<file path="src/rtl/adc_reader.sv">
// adc_reader: polls a 4-channel ADC controller over a UART link and
// keeps the latest 10-bit conversion of each channel.
module adc_reader #(
  parameter int CLKS_PER_BIT   = 1250,
  parameter int TIMEOUT_CYCLES = 120000
) (
  input  logic       clock12MHz,
  input  logic       reset,
  input  logic       serialIn,
  output logic       serialOut,
  output logic [9:0] value1,
  output logic [9:0] value2,
  output logic [9:0] value3,
  output logic [9:0] value4
);

  localparam int CW   = $clog2(CLKS_PER_BIT + 1);
  localparam int TW   = $clog2(TIMEOUT_CYCLES + 1);
  localparam int HALF = (CLKS_PER_BIT / 2 > 0) ? CLKS_PER_BIT / 2 : 1;

  localparam logic [CW-1:0] BIT_LAST  = CW'(CLKS_PER_BIT - 1);
  localparam logic [CW-1:0] HALF_LAST = CW'(HALF - 1);
  localparam logic [TW-1:0] TO_LAST   = TW'(TIMEOUT_CYCLES - 1);

  typedef enum logic [2:0] {
    IDLE_GAP,
    TX_CMD,
    RX_HI,
    RX_LO,
    UPDATE
  } state_t;

  state_t          state;
  logic            sync1;
  logic            sync2;
  logic            rx_prev;
  logic            rx_fall;
  logic            rx_tick;
  logic [1:0]      chan;
  logic [7:0]      cmd_byte;
  logic [CW-1:0]   bit_cnt;
  logic [CW-1:0]   rx_cnt;
  logic [TW-1:0]   to_cnt;
  logic [8:0]      tx_sh;
  logic [3:0]      tx_idx;
  logic [3:0]      rx_idx;
  logic            rx_busy;
  logic [7:0]      rx_sh;
  logic [1:0]      hi_bits;

  assign rx_fall  = rx_prev & ~sync2;
  assign cmd_byte = 8'hA1 + {6'd0, chan};
  // The start-bit check comes half a bit after the edge; later samples a full bit apart.
  assign rx_tick  = (rx_idx == 4'd0) ? (rx_cnt == HALF_LAST)
                                     : (rx_cnt == BIT_LAST);

  // Two-flop synchronizer plus a delayed copy for falling-edge detection.
  always_ff @(posedge clock12MHz or posedge reset) begin
    if (reset) begin
      sync1   <= 1'b1;
      sync2   <= 1'b1;
      rx_prev <= 1'b1;
    end else begin
      sync1   <= serialIn;
      sync2   <= sync1;
      rx_prev <= sync2;
    end
  end

  // Polling FSM: gap, send command, receive two bytes, then publish the value.
  always_ff @(posedge clock12MHz or posedge reset) begin
    if (reset) begin
      state     <= IDLE_GAP;
      serialOut <= 1'b1;
      value1    <= 10'd0;
      value2    <= 10'd0;
      value3    <= 10'd0;
      value4    <= 10'd0;
      chan      <= 2'd0;
      bit_cnt   <= '0;
      rx_cnt    <= '0;
      to_cnt    <= '0;
      tx_sh     <= 9'd0;
      tx_idx    <= 4'd0;
      rx_idx    <= 4'd0;
      rx_busy   <= 1'b0;
      rx_sh     <= 8'd0;
      hi_bits   <= 2'd0;
    end else begin
      unique case (state)
        IDLE_GAP: begin
          serialOut <= 1'b1;
          rx_busy   <= 1'b0;
          if (bit_cnt == BIT_LAST) begin
            bit_cnt   <= '0;
            serialOut <= 1'b0;
            tx_sh     <= {1'b1, cmd_byte};
            tx_idx    <= 4'd0;
            state     <= TX_CMD;
          end else begin
            bit_cnt <= bit_cnt + 1'b1;
          end
        end

        TX_CMD: begin
          if (bit_cnt == BIT_LAST) begin
            bit_cnt <= '0;
            if (tx_idx == 4'd9) begin
              to_cnt  <= '0;
              rx_busy <= 1'b0;
              state   <= RX_HI;
            end else begin
              serialOut <= tx_sh[0];
              tx_sh     <= tx_sh >> 1;
              tx_idx    <= tx_idx + 1'b1;
            end
          end else begin
            bit_cnt <= bit_cnt + 1'b1;
          end
        end

        RX_HI, RX_LO: begin
          to_cnt <= to_cnt + 1'b1;
          if (to_cnt == TO_LAST) begin
            rx_busy <= 1'b0;
            bit_cnt <= '0;
            chan    <= chan + 1'b1;
            state   <= IDLE_GAP;
          end else if (!rx_busy) begin
            if (rx_fall) begin
              rx_busy <= 1'b1;
              rx_cnt  <= '0;
              rx_idx  <= 4'd0;
            end
          end else if (rx_tick) begin
            rx_cnt <= '0;
            rx_idx <= rx_idx + 1'b1;
            if (rx_idx == 4'd0) begin
              if (sync2) begin
                rx_busy <= 1'b0;
              end
            end else if (rx_idx != 4'd9) begin
              rx_sh <= {sync2, rx_sh[7:1]};
            end else begin
              rx_busy <= 1'b0;
              if (!sync2) begin
                bit_cnt <= '0;
                chan    <= chan + 1'b1;
                state   <= IDLE_GAP;
              end else if (state == RX_HI) begin
                hi_bits <= rx_sh[1:0];
                state   <= RX_LO;
              end else begin
                state <= UPDATE;
              end
            end
          end else begin
            rx_cnt <= rx_cnt + 1'b1;
          end
        end

        UPDATE: begin
          unique case (chan)
            2'd0: value1 <= {hi_bits, rx_sh};
            2'd1: value2 <= {hi_bits, rx_sh};
            2'd2: value3 <= {hi_bits, rx_sh};
            2'd3: value4 <= {hi_bits, rx_sh};
          endcase
          chan    <= chan + 1'b1;
          bit_cnt <= '0;
          state   <= IDLE_GAP;
        end

        default: begin
          bit_cnt <= '0;
          state   <= IDLE_GAP;
        end
      endcase
    end
  end

endmodule

</file>
<file path="config.mk">
export PLATFORM = sky130hd
export DESIGN_NAME = adc_reader
export DESIGN_NICKNAME = d
export VERILOG_FILES = /design/src/rtl/adc_reader.sv
export SDC_FILE = /design/constraint.sdc
export NUM_CORES = 1
export LEC_CHECK = 0
export BUFFER_PORTS_ARGS = -buffer_cell sky130_fd_sc_hd__buf_4
export CAP_MARGIN = 5
export CORE_MARGIN = 2
export CORE_UTILIZATION = 60
export CTS_CLUSTER_DIAMETER = 60
export DETAILED_ROUTE_END_ITERATION = 6
export HOLD_SLACK_MARGIN = 0.08
export PLACE_DENSITY = 0.9
export SYNTH_ARGS = -nofsm -noshare
export SYNTH_HDL_FRONTEND = slang
export SYNTH_SLANG_ARGS = --single-unit
</file>
<file path="constraint.sdc">
create_clock -name clock12MHz -period 3.96 [get_ports clock12MHz]
set_clock_uncertainty 0.2 [all_clocks]
set_input_delay 0.198 -clock clock12MHz [delete_from_list [all_inputs] [get_ports clock12MHz]]
set_output_delay 0.198 -clock clock12MHz [all_outputs]
set_load 0.05 [all_outputs]
</file>
* Yosys cells after proc, flatten, opt, wreduce, memory -nomap -nowiden
Index checks and enable logic that the tools add are counted.
** Storage, ports and cells
- Register bits :: 116
- Bits in latches :: 0
- RAM bits :: 0
- Memory bits (read-only) :: 0
- Bits of input ports :: 3
- Output and inout bits :: 41
- Word-level logic and storage cells :: 137
- Memories kept :: 0
** Cells by class
- $add $sub $neg :: 7
- Multiply operators :: 0
- Div/mod/pow operators :: 0
- $lt $le $gt $ge :: 0
- Eq/ne operators :: 23
- Shifts and indexed selects :: 0
- Multiplexer cells :: 58
- Bitwise operators :: 5
- Reduce and logical (&&, ||, !) cells :: 25
** Operator list (number)
- two-way mux 11 bit :: 10
- two-way mux 17 bit :: 2
- case mux 17 bit (2 select lines) :: 1
- two-way mux 3 bit :: 10
- two-way mux 9 bit :: 3
- two-way mux 4 bit :: 6
- adder 11 x 1 -> 11 bit, second input constant :: 2
- == test 11 bit, second input constant :: 2
- case mux 11 bit (2 select lines) :: 1
- case mux 9 bit (2 select lines) :: 1
- adder 17 x 1 -> 17 bit, second input constant :: 1
- == test 17 bit, second input constant :: 1
- inequality test 3 bit, second input constant :: 5
- two-way mux 1 bit :: 13
- two-way mux 2 bit :: 6
- AND reduction 3 bit :: 4
- AND reduction 6 bit :: 2
- == test 11 x 10 -> 1 bit, second input constant :: 1
- inequality test 2 bit, second input constant :: 5
- case mux 3 bit (3 select lines) :: 1
- adder 4 x 1 -> 4 bit, second input constant :: 2
- adder 8 x 2 -> 8 bit, first input constant :: 1
- case mux 4 bit (2 select lines) :: 1
- AND reduction 2 bit :: 4
- other kinds (23) :: 33

* Logic depth before layout (Yosys ltp)
Gate-level depths: netlist of run 1.
- Word-level depth :: 9
- Gate-level depth with buffers :: 9
- Gate-level depth less buffers :: 7

* Worst setup path after synthesis of run 1
No wires, ideal clock.
- Path kind :: register to register
- From :: register rx_idx[0]
- To :: register rx_sh[0]
- Arrival time :: 2.239 ns
- Path slack :: 1.396 ns
- Stages on the path, launching flop included :: 8
- Buffers on the path :: 0
- Cell sequence :: dfrtp_1 inv_1 ha_1 or3b_1 nor3_2 o211ai_2 nor4_4 mux2_2
** Between the ends
- Word-level cells in the longest chain between the ends :: 3
- Elaborated cells on any way between the ends :: 5
** Ends and longest elaborated chain
- from (decl) :: RTL line 46 : logic [3:0] rx_idx;
- from (signal assigned) :: RTL line 137 : rx_idx <= rx_idx + 1'b1;
- zero test 4 bit :: RTL line 54, 138
- two-way mux 1 bit / NOT 1 bit (equally long branches)
- AND reduction 6 bit (no line) *
- to (signal assigned) :: RTL line 143 : rx_sh <= {sync2, rx_sh[7:1]};
- to (decl) :: RTL line 48 : logic [7:0] rx_sh;
Every way passes the cells marked *; elsewhere a longest branch is shown, timed or not.
A chain may end at the register's enable or synchronous reset.

* Worst setup path after layout of run 1
- From :: register rx_idx[0]
- To :: register bit_cnt[9]
** Between the ends
- Word-level cells in the longest chain between the ends :: 4
- Elaborated cells on any way between the ends :: 7
** Ends and longest elaborated chain
- zero test 4 bit :: RTL line 54, 138
- two-way mux 1 bit :: RTL line 54 : assign rx_tick = (rx_idx == 4'd0) ? (rx_cnt == HALF_LAST)
- inequality test 3 bit (no line)
- AND reduction 5 bit (no line) *
- to (signal assigned) :: RTL line 101 : bit_cnt <= bit_cnt + 1'b1;
- to (signal assigned) :: RTL line 118 : bit_cnt <= bit_cnt + 1'b1;
- to (decl) :: RTL line 41 : logic [CW-1:0] bit_cnt;
Marked as above.

==> qor.txt, run 1 <==
status: finished clean
RePlAce Congestion: 0.883
worst hold slack: 0.136 ns
Psw: 676 uW
clk slew on worst S/H paths: 0.06 ns
Synth Area in XOR/XNOR: 0.0124
Cell Area, Placed: 0.00607 mm2
post-synthesis adder-cell area fraction: 0.0287
Clock Tree Root: clkbuf_8
post-layout util: 0.724
final period utilization: 0.927
multiplexer share of the synthesized area: 0.111
Slew HR: 0.141
CP Data Arrival Time: 3.82 ns
switching share of total power: 0.252
core area: 0.00920 mm2
flop2flop setup slack: 0.29 ns
syn_nets: 541
Initial Util: 0.616
pin count of the biggest net entering global routing: 67
Max clock buf depth: 2
CP Launch Type: flip-flop
Worst-Skew Late Latency: 0.53 ns
VDD IR-drop max: 0.000314 V
Critical Path RT: 4.11 ns
R2R depth: 7
Crit Path Category: reg -> reg
HPWL Detailed: 8810 um
cell area after layout: 0.00666 mm2
Mapped Area: 0.00566 mm2
Warnings, synthesis: 0
final hold violations: 0
multi-input logic area: 0.00263 mm2
RSZ-0062 raised after global routing: no
Netlist cell types: 61
Synth top area share: 0.495
Post-Route WL: 13800 um
Period minus WS final: 3.67 ns
H-Tree Depth: 4
first-pass GRT wire length: 22400 um
ratio of cells with drive above 1 in the final layout: 0.255
Post-synth EDFFs: 0
Synth async-reset ratio: 1.00
Seq pwr share: 0.444
Antenna Nets Post-Route: 0
number of vias in the routed layout: 4584
Pre-antenna DRT Iters: 6
total power: 2680 uW
setup TNS: 0 ns
GRT Total Usage: 0.284
RR Endpoint: bit_cnt[9]$_DFFE_PP0P_
CTS tree: done
Lkg Pwr: 0.00311 uW
I/O pins: 44
number of vias per cell: 6.59
critical path startpoint: rx_idx[0]$_DFFE_PP0P_
Diodes inserted: 0
P_int: 2000 uW
Gate power share: 0.011
DRC: 0
Final Slew Violations: 0
Synth Flop Type: dfrtp_1
max-cap check violation count: 0
total grt overflow: 0
Mapped Cells: 525
Reg area: 0.00291 mm2
Routed WL per cell: 19.8 um
biggest area consumer among synthesized cells: dfrtp_1
Synth Area per Inst: 10.8 um2
nets: 588
#FFs+latches synth: 116
Clock power frac: 0.545
Hold Crit Class: in -> reg
Synth Area in Compound Gates: 0.135
row count: 35
die height: 101 um
Worst Path Max Fanout: 11
fillers: 591
clk sinks: 116
number of global-route vias before repair: 4541
Max Fclk: 273 MHz
ranking of synthesized cells by area: dfrtp_1, mux2_2, o21ai_0
# resized after CTS: 0
final setup violating endpoints: 0
antenna violations before repair: 0
Area Growth Syn to Fin: 17.6%
1st-iter DRT viols: 301
port bufs: 43
critical path endpoint: bit_cnt[9]$_DFFE_PP0P_
main combinational cell family by area after synthesis: simple AND/OR/NAND/NOR gates
reg2reg start: rx_idx[0]$_DFFE_PP0P_
Die X: 101 um
critical path capture point type: flip-flop
TritonCTS Buffers: 17
register area share after synthesis: 0.514
power density cells: 402 mW/mm2
post-synthesis simple-gate area fraction: 0.177
Tightest Pin Transition: 1.28 ns
DIE AREA: 0.0102 mm2
[final cells by class]
| cell class | instances | share of cell area |
|---|---|---|
| clock inverters | 15 | 0.0233 |
| flip-flops and latches | 116 | 0.437 |
| well taps | 111 | 0.0209 |
| clock buffers | 17 | 0.0622 |
| multi-input cells | 377 | 0.395 |
| repair buffers | 49 | 0.0560 |
| inverters | 11 | 0.00658 |
[layer usage]
metal  global-route usage  wire length [um]  vias up
met2                0.488              7230      217
met1                0.339              5370     2272
met5                    0                 0        -
li1                     -                 -     2039
met3               0.0635               764       56
met4                0.141               447        0
[stage by stage]
| stage | cells | setup WS, ns |
|---|---|---|
| after CTS | 696 | 0.410 |
| after global placement | 662 | 0.841 |
| after global routing | 696 | 0.148 |
| after detailed placement | 662 | 0.654 |
| final | 696 | 0.291 |
| after floorplan | 525 | 0.496 |
[critical path, cell delays in order (launching register included)]
cell and delay [ns]:
dfrtp_1 0.42, inv_1 0.07, ha_1 0.23, nor3b_1 0.23, nor3b_1 0.61, o2111ai_1 0.42
o21ai_0 1.11, a31oi_1 0.21
[cells in the mapped netlist (all sizes together), types with 6 or more instances]
cell and n:
nor3 12, clkbuf 17, a31oi 12, xnor2 6, o31ai 8, inv 11, nand3 14, mux2 53
ha 13, nor4 14, and3 12, a21oi 17, nor2 36, nand2 49, a22o 11, o21ai 41
dfrtp 112, nand4 8
[timing repair]
action / 4_1_cts / 5_1_grt
setup endpoints to repair: 0 / 0
buffers inserted: 0 / 0
hold buffers: 2 / 0
endpoints found under the hold margin: 65 / 0
[worst min path at each step]
stage	depth (start not counted)	endpoint	slack (ns)	start
after floorplan	0	sync1$_DFF_PP1_	0.002	serialIn
after global placement	1	sync1$_DFF_PP1_	0.11	serialIn
after detailed placement	1	sync1$_DFF_PP1_	0.12	serialIn
after CTS	2	sync1$_DFF_PP1_	0.12	serialIn
after global routing	2	sync1$_DFF_PP1_	0.14	serialIn
final	2	sync1$_DFF_PP1_	0.14	serialIn
[flip-flops by register name, summed over array words and instances, names as in the netlist]
register,flops
value1,10
tx_sh,9
rx_cnt,11
bit_cnt,11
tx_idx,4
hi_bits,2
value4,10
sync2,1
serialOut,1
sync1,1
value2,10
state,3
rx_prev,1
rx_sh,8
value3,10
rx_idx,4
rx_busy,1
to_cnt,17
chan,2
[kinds of logic (layout without fill, tap and decap cells)]
family          count (synthesis)  in the layout
buf+inv                        32             92
xor+xnor                        8              8
flops                         116            116
simple gates                  184            184
mux                            56             56
compound gates                116            116
fa+ha+maj                      13             13
[layout by cell type, fill, tap and decap left out, drive strengths merged, types with 3 or more instances in the layout]
cell type | netlist | final
dfrtp | 112 | 112
clkbuf | 17 | 17
a22oi | 3 | 3
or3 | 5 | 5
nand3 | 14 | 14
mux2i | 3 | 3
a21oi | 17 | 17
nand4 | 8 | 8
and2 | 5 | 5
o31ai | 8 | 8
nor3 | 12 | 12
o21a | 5 | 5
xnor2 | 6 | 6
buf | 4 | 47
o211ai | 5 | 5
or4 | 3 | 3
ha | 13 | 13
clkinv | 0 | 4
nand2b | 3 | 3
mux2 | 53 | 53
a211o | 3 | 3
nor2 | 36 | 36
o21ai | 41 | 41
a22o | 11 | 11
nor2b | 5 | 5
nor3b | 3 | 3
dfstp | 4 | 4
nor4 | 14 | 14
nand2 | 49 | 49
inv | 11 | 21
a31oi | 12 | 12
and3 | 12 | 12
[power by group through the flow]
stage,Combinational (uW),Sequential (uW),Clock [uW]
final,28.4,1190,1460
after global routing,34.0,1190,1520
after CTS,30.1,1190,1470
after detailed placement,28.3,1210,0
after global placement,27.5,1210,0
after floorplan,19.1,1210,0
No activity file was read; power rests on OpenSTA's default activity.
==> run 2, diff against run 1 <==
- ABC_AREA: unset -> 1
- HOLD_SLACK_MARGIN: 0.08 -> 0.12
- MAX_ROUTING_LAYER: unset -> met4
==> run 2 against run 1 <==
Effect of this change:
- count of clock-buffer cells in the layout stayed put
- wire length down 2.2%
- sequential power barely moved
- global-route usage down 0.30 points
- critical path depth rose by 1
- die area rose by 3.5%
- utilization fell by 0.71 points
- sequential share of layout area fell by 1.6 points
- synthesized cell count up 36%
- largest cell class unchanged
==> qor.txt, run 2 <==
max-cap check violation count: 0 (unchanged)
final hold violations: 0 (unchanged)
crit-path max cell delay: 0.61 ns (was 1.11 ns)
number of global-route vias before repair: 4898 (was 4541)
met2 Usage GRT: 0.443 (was 0.488)
worst path buffer plus inverter count: 2 (was 1)
DRC: 0 (unchanged)
slowest CP cell: nor3_2 (was o21ai_0)
fillers: 673 (was 591)
Post-Route WL: 13500 um (was 13800 um)
CTS tree: done (unchanged)
largest register by flop count: to_cnt (unchanged)
CP Launch Type: flip-flop (unchanged)
routing usage on met3: 0.0590 (was 0.0635)
total grt overflow: 0 (unchanged)
antenna violations before repair: 0 (unchanged)
Hold EP: sync2$_DFF_PP1_ (was sync1$_DFF_PP1_)
row count: 36 (was 35)
final setup violating endpoints: 0 (unchanged)
register area share after synthesis: 0.496 (was 0.514)
hold path start: sync1$_DFF_PP1_ (was serialIn)
Largest register FFs: 17 (unchanged)
biggest area consumer among synthesized cells: dfrtp_1 (unchanged)
Synth async-reset ratio: 1.00 (unchanged)
top-count cell post-synth: nand2_1 (was dfrtp_1)
VDD IR-drop max: 0.000308 V (was 0.000314 V)
Warnings, synthesis: 0 (unchanged)
critical path startpoint: state[1]$_DFFE_PP0P_ (was rx_idx[0]$_DFFE_PP0P_)
HPWL Detailed: 8810 um (about the same)
DIE AREA: 0.0106 mm2 (was 0.0102 mm2)
clk sinks: 116 (unchanged)
pin count of the biggest net entering global routing: 90 (was 67)
ratio of cells with drive above 1 in the final layout: 0.152 (was 0.255)
setup TNS: 0 ns (unchanged)
Critical Path RT: 4.19 ns (was 4.11 ns)
Post-CTS Hold Fix Bufs: 3 (was 2)
Post-synth EDFFs: 0 (unchanged)
Reg area: 0.00291 mm2 (unchanged)
GR met1 Demand/Resource: 0.346 (was 0.339)
status: finished clean (unchanged)
clk slew on worst S/H paths: 0.06 ns (about the same)
# resized after CTS: 0 (unchanged)
RR Endpoint: tx_idx[0]$_DFFE_PP0P_ (was bit_cnt[9]$_DFFE_PP0P_)
Diodes inserted: 0 (unchanged)
Tightest Pin Transition: 1.07 ns (was 1.28 ns)
Initial Util: 0.609 (was 0.616)
Mapped Cells: 714 (was 525)
nets: 778 (was 588)
Synth Flop Type: dfrtp_1 (unchanged)
Crit path depth: 8 (was 7)
GRT Total Usage: 0.281 (was 0.284)
final period utilization: 0.611 (was 0.927)
die height: 103 um (was 101 um)
worst hold slack: 0.159 ns (was 0.136 ns)
Routed WL per cell: 14.9 um (was 19.8 um)
Largest regs: to_cnt: 17 flops, bit_cnt: 11 flops, rx_cnt: 11 flops (unchanged)
Hold Path Stages: 0 (was 2)
I/O pins: 44 (unchanged)
Synth Area per Inst: 8.22 um2 (was 10.8 um2)
Netlist cell types: 39 (was 61)
most used cell, CP: nand2_1 (was nor3b_1)
flop2flop setup slack: 1.54 ns (was 0.29 ns)
CP Data Arrival Time: 2.65 ns (was 3.82 ns)
# Post-CTS Setup Buffers: 0 (unchanged)
ranking of synthesized cells by area: dfrtp_1, nand2_1, o21ai_0 (was dfrtp_1, mux2_2, o21ai_0)
most frequent cells after synthesis: nand2_1, dfrtp_1, o21ai_0 (was dfrtp_1, mux2_2, nand2_1)
number of vias in the routed layout: 5176 (was 4584)
Mapped Area: 0.00587 mm2 (was 0.00566 mm2)
most common cell after layout, fill and taps aside: nand2_1 (was dfrtp_1)
worst-path cell chain: nor3_2 -> nand2_1 -> nand2_1 -> nand2_1 -> inv_1 -> o21ai_0 -> o21ai_0 -> inv_1 (was inv_1 -> ha_1 -> nor3b_1 -> nor3b_1 -> o2111ai_1 -> o21ai_0 -> a31oi_1)
Max clock buf depth: 2 (unchanged)
syn_nets: 730 (was 541)
most frequent cells in the layout: nand2_1, dfrtp_1, o21ai_0 (was dfrtp_1, mux2_2, nand2_1)
Lkg Pwr: 0.00329 uW (was 0.00311 uW)
#FFs+latches synth: 116 (unchanged)
core area: 0.00964 mm2 (was 0.00920 mm2)
post-placement cell count: 873 (was 662)
Die X: 103 um (was 101 um)
Synth top area share: 0.478 (was 0.495)
post-layout util: 0.717 (was 0.724)
Final Non-Filler Cells: 908 (was 696)
R2R depth: 8 (was 7)
TritonCTS Buffers: 17 (unchanged)
Pre-antenna DRT Iters: 5 (was 6)
global route hottest layer: met2 (unchanged)
power density cells: 400 mW/mm2 (was 402 mW/mm2)
Crit Path Category: reg -> reg (unchanged)
H-Tree Depth: 4 (unchanged)
RSZ-0062 raised after global routing: no (unchanged)
Clock Tree Root: clkbuf_8 (unchanged)
Slew HR: 0.288 (was 0.141)
Worst Path Max Fanout: 11 (unchanged)
critical path capture point type: flip-flop (unchanged)
Area Growth Syn to Fin: 17.8% (was 17.6%)
RePlAce Congestion: 1.00 (was 0.883)
reg2reg start: state[1]$_DFFE_PP0P_ (was rx_idx[0]$_DFFE_PP0P_)
Antenna Nets Post-Route: 0 (unchanged)
multi-input logic area: 0.00260 mm2 (was 0.00263 mm2)
Worst-Skew Late Latency: 0.54 ns (was 0.53 ns)
Hold Crit Class: reg -> reg (was in -> reg)
Max Fclk: 413 MHz (was 273 MHz)
1st-iter DRT viols: 423 (was 301)
Period minus WS final: 2.42 ns (was 3.67 ns)
first-pass GRT wire length: 22400 um (unchanged)
total power: 2770 uW (was 2680 uW)
Top delay family on crit path: simple AND/OR/NAND/NOR gates (was compound AO/OA/AOI/OAI gates)
Final Slew Violations: 0 (unchanged)
port bufs: 43 (unchanged)
number of vias per cell: 5.70 (was 6.59)
## run 2: changes by cell type after synthesis, sizes merged, moves of 12 or more
cell   delta
and3     -12
xor2     +13
nand2   +165
o21ai    +46
nor2     +19
mux2     -53
nor4     -13
nand3    +41
inv      +61
nand4    +16
## run 2: worst max path at each step
stage	to
after floorplan	bit_cnt[0]$_DFFE_PP0P_
after global placement	tx_idx[3]$_DFFE_PP0P_
after detailed placement	tx_idx[3]$_DFFE_PP0P_
after CTS	tx_idx[0]$_DFFE_PP0P_
after global routing	tx_idx[0]$_DFFE_PP0P_
final	tx_idx[0]$_DFFE_PP0P_
## run 2: cell type report
class	count	area share
inverter	72	0.0395
tap	133	0.0241
clock inverter	15	0.0262
timing repair buffer	48	0.0532
clock buffer	17	0.0599
multi-input combinational	507	0.376
sequential	116	0.421
## run 2: per-stage QoR
| step | setup slack, ns | area [um2] |
|---|---|---|
| finish | 1.54 | 6910 |
| global route | 1.34 | 6910 |
| global placement | 1.71 | 6290 |
| floorplan | 0.496 | 5870 |
| detailed placement | 1.60 | 6290 |
| CTS | 1.57 | 6910 |
## run 2: worst reg2reg max path: stages, from the launching register on
cell,delay [ns]
dfrtp_1,0.43
nor3_2,0.61
nand2_1,0.30
nand2_1,0.23
nand2_1,0.17
inv_1,0.13
o21ai_0,0.10
o21ai_0,0.09
inv_1,0.05
## run 2: per-layer routing
layer / wire [um] / share of wire
met5: 0 / 0
met4: 327 / 0.024
met3: 914 / 0.068
met2: 6660 / 0.49
met1: 5600 / 0.41
## run 2: cells by family (layout without fill, tap and decap cells)
| group | Yosys count | count (layout) | synth area share |
|---|---|---|---|
| AND/OR/NAND/NOR | 371 | 371 | 0.288 |
| AO/OA/AOI/OAI | 102 | 102 | 0.0959 |
| flip-flops | 116 | 116 | 0.496 |
| adder cells (fa/ha/maj) | 13 | 13 | 0.0277 |
| XOR/XNOR | 19 | 19 | 0.0284 |
| buffers and inverters | 91 | 152 | 0.0610 |
| multiplexers | 2 | 2 | 0.00341 |
## run 2: where the power goes
group	switching, uW	internal, uW
logic	24.3	4.47
clock network	624	924
registers	1.03	1190
total	649	2120
